## config.mk

```make
export PLATFORM = sky130hd
export DESIGN_NAME = gcn_dot_accumulator
export DESIGN_NICKNAME = d
export VERILOG_FILES = /design/src/rtl/gcn_pkg.sv /design/src/rtl/gcn_adder_tree.sv /design/src/rtl/gcn_dot_accumulator.sv
export SDC_FILE = /design/constraint.sdc
export NUM_CORES = 1
export LEC_CHECK = 0
export ABC_CLOCK_PERIOD_IN_PS = 20600
export CELL_PAD_IN_SITES_DETAIL_PLACEMENT = 1
export CELL_PAD_IN_SITES_GLOBAL_PLACEMENT = 1
export CORE_MARGIN = 4
export CORE_UTILIZATION = 52
export CTS_CLUSTER_DIAMETER = 200
export DETAILED_ROUTE_END_ITERATION = 8
export PLACE_DENSITY = 0.95
export SETUP_SLACK_MARGIN = 0.2
export SYNTH_ARGS = -nofsm -noshare
export SYNTH_HDL_FRONTEND = slang
export SYNTH_SLANG_ARGS = --single-unit
```

## constraint.sdc

```tcl
create_clock -name clk -period 20.6 [get_ports clk]
set_input_delay 4.12 -clock clk [delete_from_list [all_inputs] [get_ports clk]]
set_output_delay 4.12 -clock clk [all_outputs]
set_load 0.01 [all_outputs]
```

## src/rtl/gcn_pkg.sv

```systemverilog
// gcn_pkg: shared dimensions, state encoding and result-width helper for the GCN datapath
package gcn_pkg;
  localparam int DEF_FEATURE_WIDTH = 8;
  localparam int DEF_WEIGHT_ROWS = 6;
  localparam int DEF_FEATURE_ROWS = 6;
  localparam int DEF_WEIGHT_COLS = 3;
  typedef enum logic [1:0] {IDLE, ACCUM, DRAIN, DONE} state_e;
  function automatic int dot_width(input int fw, input int n);
    return fw + $clog2(n);
  endfunction
  localparam int DEF_DOT_WIDTH = dot_width(DEF_FEATURE_WIDTH, DEF_WEIGHT_ROWS);
endpackage

```

## src/rtl/gcn_adder_tree.sv

```systemverilog
// gcn_adder_tree: combinational unsigned reduction of N elements into an OW-bit sum
module gcn_adder_tree import gcn_pkg::*; #(
  parameter int N = DEF_WEIGHT_ROWS,
  parameter int W = DEF_FEATURE_WIDTH,
  parameter int OW = dot_width(W, N)
) (
  input  logic [W-1:0]  elem_i [N],
  output logic [OW-1:0] sum_o
);
  always_comb begin
    sum_o = '0;
    for (int i = 0; i < N; i++) sum_o = sum_o + OW'(elem_i[i]);
  end
endmodule

```

## src/rtl/gcn_dot_accumulator.sv

```systemverilog
// gcn_dot_accumulator: reduces product vectors to dot products and fills a
// FEATURE_ROWS x WEIGHT_COLS result matrix, column-major, with a random-access read port.
module gcn_dot_accumulator import gcn_pkg::*; #(
  parameter int FEATURE_WIDTH = DEF_FEATURE_WIDTH,
  parameter int WEIGHT_ROWS = DEF_WEIGHT_ROWS,
  parameter int FEATURE_ROWS = DEF_FEATURE_ROWS,
  parameter int WEIGHT_COLS = DEF_WEIGHT_COLS,
  parameter int DOT_WIDTH = dot_width(FEATURE_WIDTH, WEIGHT_ROWS)
) (
  input  logic                            clk,
  input  logic                            reset,
  input  logic                            start,
  input  logic                            prod_valid,
  output logic                            prod_ready,
  input  logic [FEATURE_WIDTH-1:0]        prod_in [0:WEIGHT_ROWS-1],
  input  logic [$clog2(FEATURE_ROWS)-1:0] rd_row,
  input  logic [$clog2(WEIGHT_COLS)-1:0]  rd_col,
  output logic [DOT_WIDTH-1:0]            rd_data,
  output logic                            busy,
  output logic                            done
);
  localparam int RW = $clog2(FEATURE_ROWS);
  localparam int CW = $clog2(WEIGHT_COLS);
  state_e state_q, state_d;
  logic [RW-1:0] row_q, wr_row_q;
  logic [CW-1:0] col_q, wr_col_q;
  logic [DOT_WIDTH-1:0] sum, sum_q;
  logic [DOT_WIDTH-1:0] res_q [FEATURE_ROWS][WEIGHT_COLS];
  logic vld_q, xfer, clr, row_last, col_last;
  gcn_adder_tree #(.N(WEIGHT_ROWS), .W(FEATURE_WIDTH), .OW(DOT_WIDTH)) u_tree (
    .elem_i(prod_in),
    .sum_o (sum)
  );
  assign prod_ready = state_q == ACCUM;
  assign busy = state_q inside {ACCUM, DRAIN};
  assign done = state_q == DONE;
  assign xfer = prod_ready && prod_valid;
  assign clr = start && state_q inside {IDLE, DONE};
  assign row_last = row_q == RW'(FEATURE_ROWS - 1);
  assign col_last = col_q == CW'(WEIGHT_COLS - 1);
  assign rd_data = (32'(rd_row) < FEATURE_ROWS && 32'(rd_col) < WEIGHT_COLS) ? res_q[rd_row][rd_col] : '0;
  always_comb begin
    state_d = state_q;
    state_d = clr ? ACCUM :
              (xfer && row_last && col_last) ? DRAIN :
              state_q == DRAIN ? DONE : state_q;
  end
  // Stage 1 captures the sum and its index; stage 2 commits it on the following edge.
  always_ff @(posedge clk or posedge reset) begin
    if (reset) begin
      state_q  <= IDLE;
      row_q    <= '0;
      col_q    <= '0;
      wr_row_q <= '0;
      wr_col_q <= '0;
      sum_q    <= '0;
      vld_q    <= 1'b0;
      for (int r = 0; r < FEATURE_ROWS; r++)
        for (int c = 0; c < WEIGHT_COLS; c++) res_q[r][c] <= '0;
    end else begin
      state_q <= state_d;
      vld_q   <= xfer;
      if (xfer) begin
        sum_q    <= sum;
        wr_row_q <= row_q;
        wr_col_q <= col_q;
        row_q    <= row_last ? '0 : row_q + 1'b1;
        col_q    <= !row_last ? col_q : col_last ? '0 : col_q + 1'b1;
      end
      if (clr) begin
        row_q <= '0;
        col_q <= '0;
        for (int r = 0; r < FEATURE_ROWS; r++)
          for (int c = 0; c < WEIGHT_COLS; c++) res_q[r][c] <= '0;
      end else if (vld_q) begin
        res_q[wr_row_q][wr_col_q] <= sum_q;
      end
    end
  end
endmodule

```

* Yosys cells after proc, flatten, opt, wreduce, memory -nomap -nowiden *
Index checks and enable logic that the tools add are counted.

operators by class
  $add $sub $neg = 7
  $lt $le $gt $ge = 8
  eq/ne operators = 5
  mux-type cells = 24
  bitwise operators = 4
  reductions and logical operators = 15

operator list
  operator             count
  $mux 198             2
  $bwmux 198           1
  $bmux 33 s3          1
  $demux 33 s3         1
  $mux 33              3
  $add 11x8->11        4
  $mux 11              4
  $bmux 11 s2          1
  $demux 11 s2         1
  $mux 2               7
  $reduce_bool 2->1    5
  $add 8x8->9          1
  $mux 3               3
  $ge 4x4->1 const B   2
  $not 3->4            2
  $logic_and 1x1->1    7
  $eq 2x2->1 const B   3
  $ge 3x3->1 const B   2
  $not 2->3            2
  $lt 4x1->1 const B   1
  $add 3x1->3 const B  1
  $eq 3x3->1 const B   1
  $lt 3x1->1 const B   1
  $lt 3x3->1 const B   1
  other kinds (6)      6

storage, ports and cells
  register bits after elaboration = 222
  input bits = 57
  output and inout bits = 14
  word-level logic and storage cells = 88

* Logic depth before layout (Yosys ltp) *
  depth after elaboration = 10
  gate-level depth with buffers = 19
  gate-level depth less buffers = 19

* Modules after synthesis *
From an unflattened synthesis, not the netlist that was laid out.

second synthesis, totals
  cells, all modules = 1347
  area, all modules = 12354.3 µm²

modules (own cells, without submodules)
  module               instances  cells an instance  area an instance (µm²)  seq. area each (µm²)
  gcn_dot_accumulator  1          1197               11111.9                 5555.3
  gcn_adder_tree       1          150                1242.4                  0.0

* Worst setup path after synthesis *
Ideal clock, no wire load.

  path kind = input to output
  start = input rd_row[2]
  end = output rd_data[0]
  arrival time = 5.359 ns
  data required time = 16.480 ns
  path slack = 11.121 ns
  stages = 5
  buffers on the path = 3
  cells stage by stage = buf_2 > buf_2 > buf_1 > a221o_1 > a221oi_1

between the ends
  longest elaborated chain between the ends = 8
  elaborated cells on any way between the ends = 10
  classes of those cells = order compare (1); mux (7); bitwise (1); reduce/logical (1)

RTL lines
  item                                         RTL line                   text
  start: declaration                           gcn_dot_accumulator.sv:16  input logic [$clog2(FEATURE_ROWS)-1:0] rd_row,
  $not 3->4 (not written as such)              gcn_dot_accumulator.sv:41  assign rd_data = (32'(rd_row) < FEATURE_ROWS && 32'(rd_col) < WEIGHT_COLS) ? res_q[rd_row][rd_col] : '0;
  $bmux 33 s3                                  gcn_dot_accumulator.sv:41
  $mux 33 (not written as such) (2 in series)  gcn_dot_accumulator.sv:41
  $bmux 11 s2                                  gcn_dot_accumulator.sv:41
  $mux 11 (not written as such) (2 in series)  gcn_dot_accumulator.sv:41
  $mux 11 (*)                                  gcn_dot_accumulator.sv:41
  end: declaration                             gcn_dot_accumulator.sv:18  output logic [DOT_WIDTH-1:0] rd_data,

Every way passes the cells marked *; elsewhere a longest branch is shown, timed or not. The select of a mux whose other input is x is not followed.

* Final worst setup path *
  start = input rd_row[2]
  end = output rd_data[10]

Same word-level chain as after synthesis.

==> results.yml <==
outcome:
  status: "completed"
cells_and_area:
  drive_above_1_share: 0.0672
  fin_cells: 1488
  n_antenna_cell: 0
  area_growth_pct: 12.9
  fin_nets: 1266
grt:
  antenna_found_initial: 0
  grt_usage: 0.292
  grt_pass1_vias: 10500
  grt_max_degree: 145
  grt_pass1_wl_um: 59800
  grt_overflow: 0
setup_path:
  worst_ep_arrival_time_ns: 7.37
  worst_ep_required_time_ns: 16.48
  critical_path_class: "in2out"
  critical_path.max_fanout: 36
  cp-start-kind: "input pin"
  end_kind: "primary output"
synth:
  yosys_warnings: 0
  synth-async-reset-ratio: 1.00
  ys_seq_elements: 222
  synth_edf_count: 0
  syn_inst: 1143
  postSynthAreaPerCell_um2: 10.6
  ys_seq_area_frac: 0.458
  synth_ff_type: "dfrtp_1"
  syn_area_mm2: 0.0121
  syn_nets: 1249
  synth_cell_types: 55
pwr:
  irDropWorstVdd_uv: 78.3
  power_density_mw_per_mm2: 154
  p_leak_uw: 0.00705
timing:
  relSlewSlack: 0.243
  worst_pin_slew_ns: 1.14
  drv_slew: 0
  fin_worst_skew_ns: 0.0118
  rsz0062_at_grt: "no"
  setup_slack_ns: 9.11
  clock.fmax_mhz: 87.1
  layout_min_cycle_time_ns: 11.49
  hold_ws_ns: 0.525
  post-route-period-util: 0.558
  setup_tns_ns: 0
  setup_viol: 0
  hold_violations: 0
clocking:
  cts_tree: "yes"
  path_clk_slew_ns: 0.06
  cts-buffers-inserted: 25
  cts_resized: 0
  htreeDepth: 1
  post_cts_buffers: 0
  clk_path_buf_depth: 3
  insertion_delay_ns: 0.52
  root_buffer: "clkbuf_16"
  cts.sinks: 222
  cts.hold.buffers_added: 0
hold_path:
  min_path_type: "reg2reg"
drt:
  vias: 9319
  via_per_inst: 6.26
  wl_um: 37500
  drt.antenna.violating_nets: 0
  drc_errors: 0
  drtPass1Iterations: 7
  dr.first_iter.drc_count: 818
  routedWlPerCell_um: 25.2
floorplanning:
  die_h_um: 161
  die-area_mm2: 0.0258
  core_area_mm2: 0.0228
  start_util: 0.532
  io_pins: 71
  die_w_um: 161
  rows: 55
placement:
  dpl.cell_count: 1446
  pre_cts_ws_ns: 9.22
  hpwl_um: 23200
  numPortBuffers: 70
  gp_congestion: 0.801
run:
  max-cap-violations: 0
[registers in the layout, indices dropped and copies added (netlist names)]
register / cells
state_q: 2
vld_q: 1
res_q: 198
sum_q: 11
wr_row_q: 3
col_q: 2
wr_col_q: 2
row_q: 3
[where the power goes]
group | internal, uW | switching, uW
logic | 319 | 477
clock network | 267 | 181
registers | 639 | 220
[synth_stat cells (all sizes together) (7+ instances only)]
| cell type | number | share of area |
|---|---|---|
| inv | 50 | 0.015 |
| o22ai | 22 | 0.011 |
| a211oi | 8 | 0.0054 |
| a22oi | 12 | 0.0074 |
| fa | 25 | 0.041 |
| ha | 24 | 0.025 |
| nand2 | 56 | 0.017 |
| nor3b | 7 | 0.0043 |
| buf | 42 | 0.021 |
| nor2 | 235 | 0.073 |
| mux2i | 247 | 0.20 |
| o21ai | 16 | 0.0066 |
| nor3 | 13 | 0.0054 |
| mux4 | 11 | 0.021 |
| a221o | 10 | 0.0083 |
| a21oi | 13 | 0.0057 |
| clkbuf | 49 | 0.015 |
| dfrtp | 222 | 0.46 |
[critical path, stage by stage]
cell             delay (ns)
clkdlybuf4s50_1        0.45
buf_4                  0.41
clkinv_1               0.63
nor2_1                 0.97
a211o_1                0.21
a21oi_2                0.06
clkdlybuf4s50_1        0.50
[metal layers]
| layer | wire [um] | track usage | up-vias | share of wire |
|---|---|---|---|---|
| met5 | 0 | 0 | - | 0 |
| met4 | 1810 | 0.139 | 0 | 0.048 |
| met3 | 2340 | 0.0480 | 130 | 0.062 |
| met2 | 19200 | 0.516 | 425 | 0.51 |
| met1 | 14100 | 0.348 | 4808 | 0.38 |
| li1 | - | - | 3956 | - |
[area by class of cell]
cell class / count / area, um^2
multi-input combinational: 779 / 5930
timing repair buffer: 81 / 781
fill: 2370 / 9100
clock inverter: 9 / 101
tap: 313 / 392
clock buffer: 33 / 716
sequential: 222 / 5560
inverter: 51 / 199
[logic make-up after synthesis]
| kind of cell | synth area share |
|---|---|
| buffers and inverters | 0.0525 |
| muxes | 0.227 |
| adders and majority gates | 0.0661 |
| and+or+nand+nor | 0.118 |
| xor gates and xnor gates | 0.00795 |
| DFF | 0.458 |
| AOI/OAI and AO/OA | 0.0698 |
[layout by cell type, fill, tap and decap left out, types with 7 or more instances in the layout]
master / Yosys / layout
a211oi_1: 7 / 7
a21oi_1: 12 / 12
a221o_1: 10 / 10
a22oi_1: 12 / 12
buf_4: 3 / 12
clkbuf_16: 0 / 25
clkdlybuf4s50_1: 0 / 69
dfrtp_1: 222 / 222
fa_1: 25 / 25
ha_1: 24 / 24
inv_1: 49 / 48
mux2i_1: 247 / 247
mux4_2: 9 / 9
nand2_1: 56 / 56
nor2_1: 235 / 233
nor3_1: 13 / 13
nor3b_1: 7 / 7
o21ai_0: 16 / 16
o22ai_1: 22 / 22
[through the flow]
stage	area, um^2	total power, uW	util
after CTS	13700	2100	0.600
after global routing	13700	2230	0.600
final	13700	2100	0.600
after global placement	12900	1500	0.565
after detailed placement	12900	1600	0.565
after floorplan	12100	1330	-
[path summary, 6_finish.rpt]
| path | startpoint | end | slack [ns] | depth (start not counted) |
|---|---|---|---|---|
| min in group asynchronous | reset | res_q[99]$_DFFE_PP0P_ | 4.25 | 2 |
| max reg2reg | state_q[0]$_DFFE_PP0P_ | res_q[134]$_DFFE_PP0P_ | 17.44 | 5 |
| max in group asynchronous | reset | res_q[186]$_DFFE_PP0P_ | 14.70 | 3 |
| max | rd_row[2] | rd_data[10] | 9.11 | 7 |
| min reg2reg | res_q[190]$_DFFE_PP0P_ | res_q[190]$_DFFE_PP0P_ | 0.52 | 2 |
| min | res_q[190]$_DFFE_PP0P_ | res_q[190]$_DFFE_PP0P_ | 0.52 | 2 |
No activity file was read; power rests on OpenSTA's default activity.
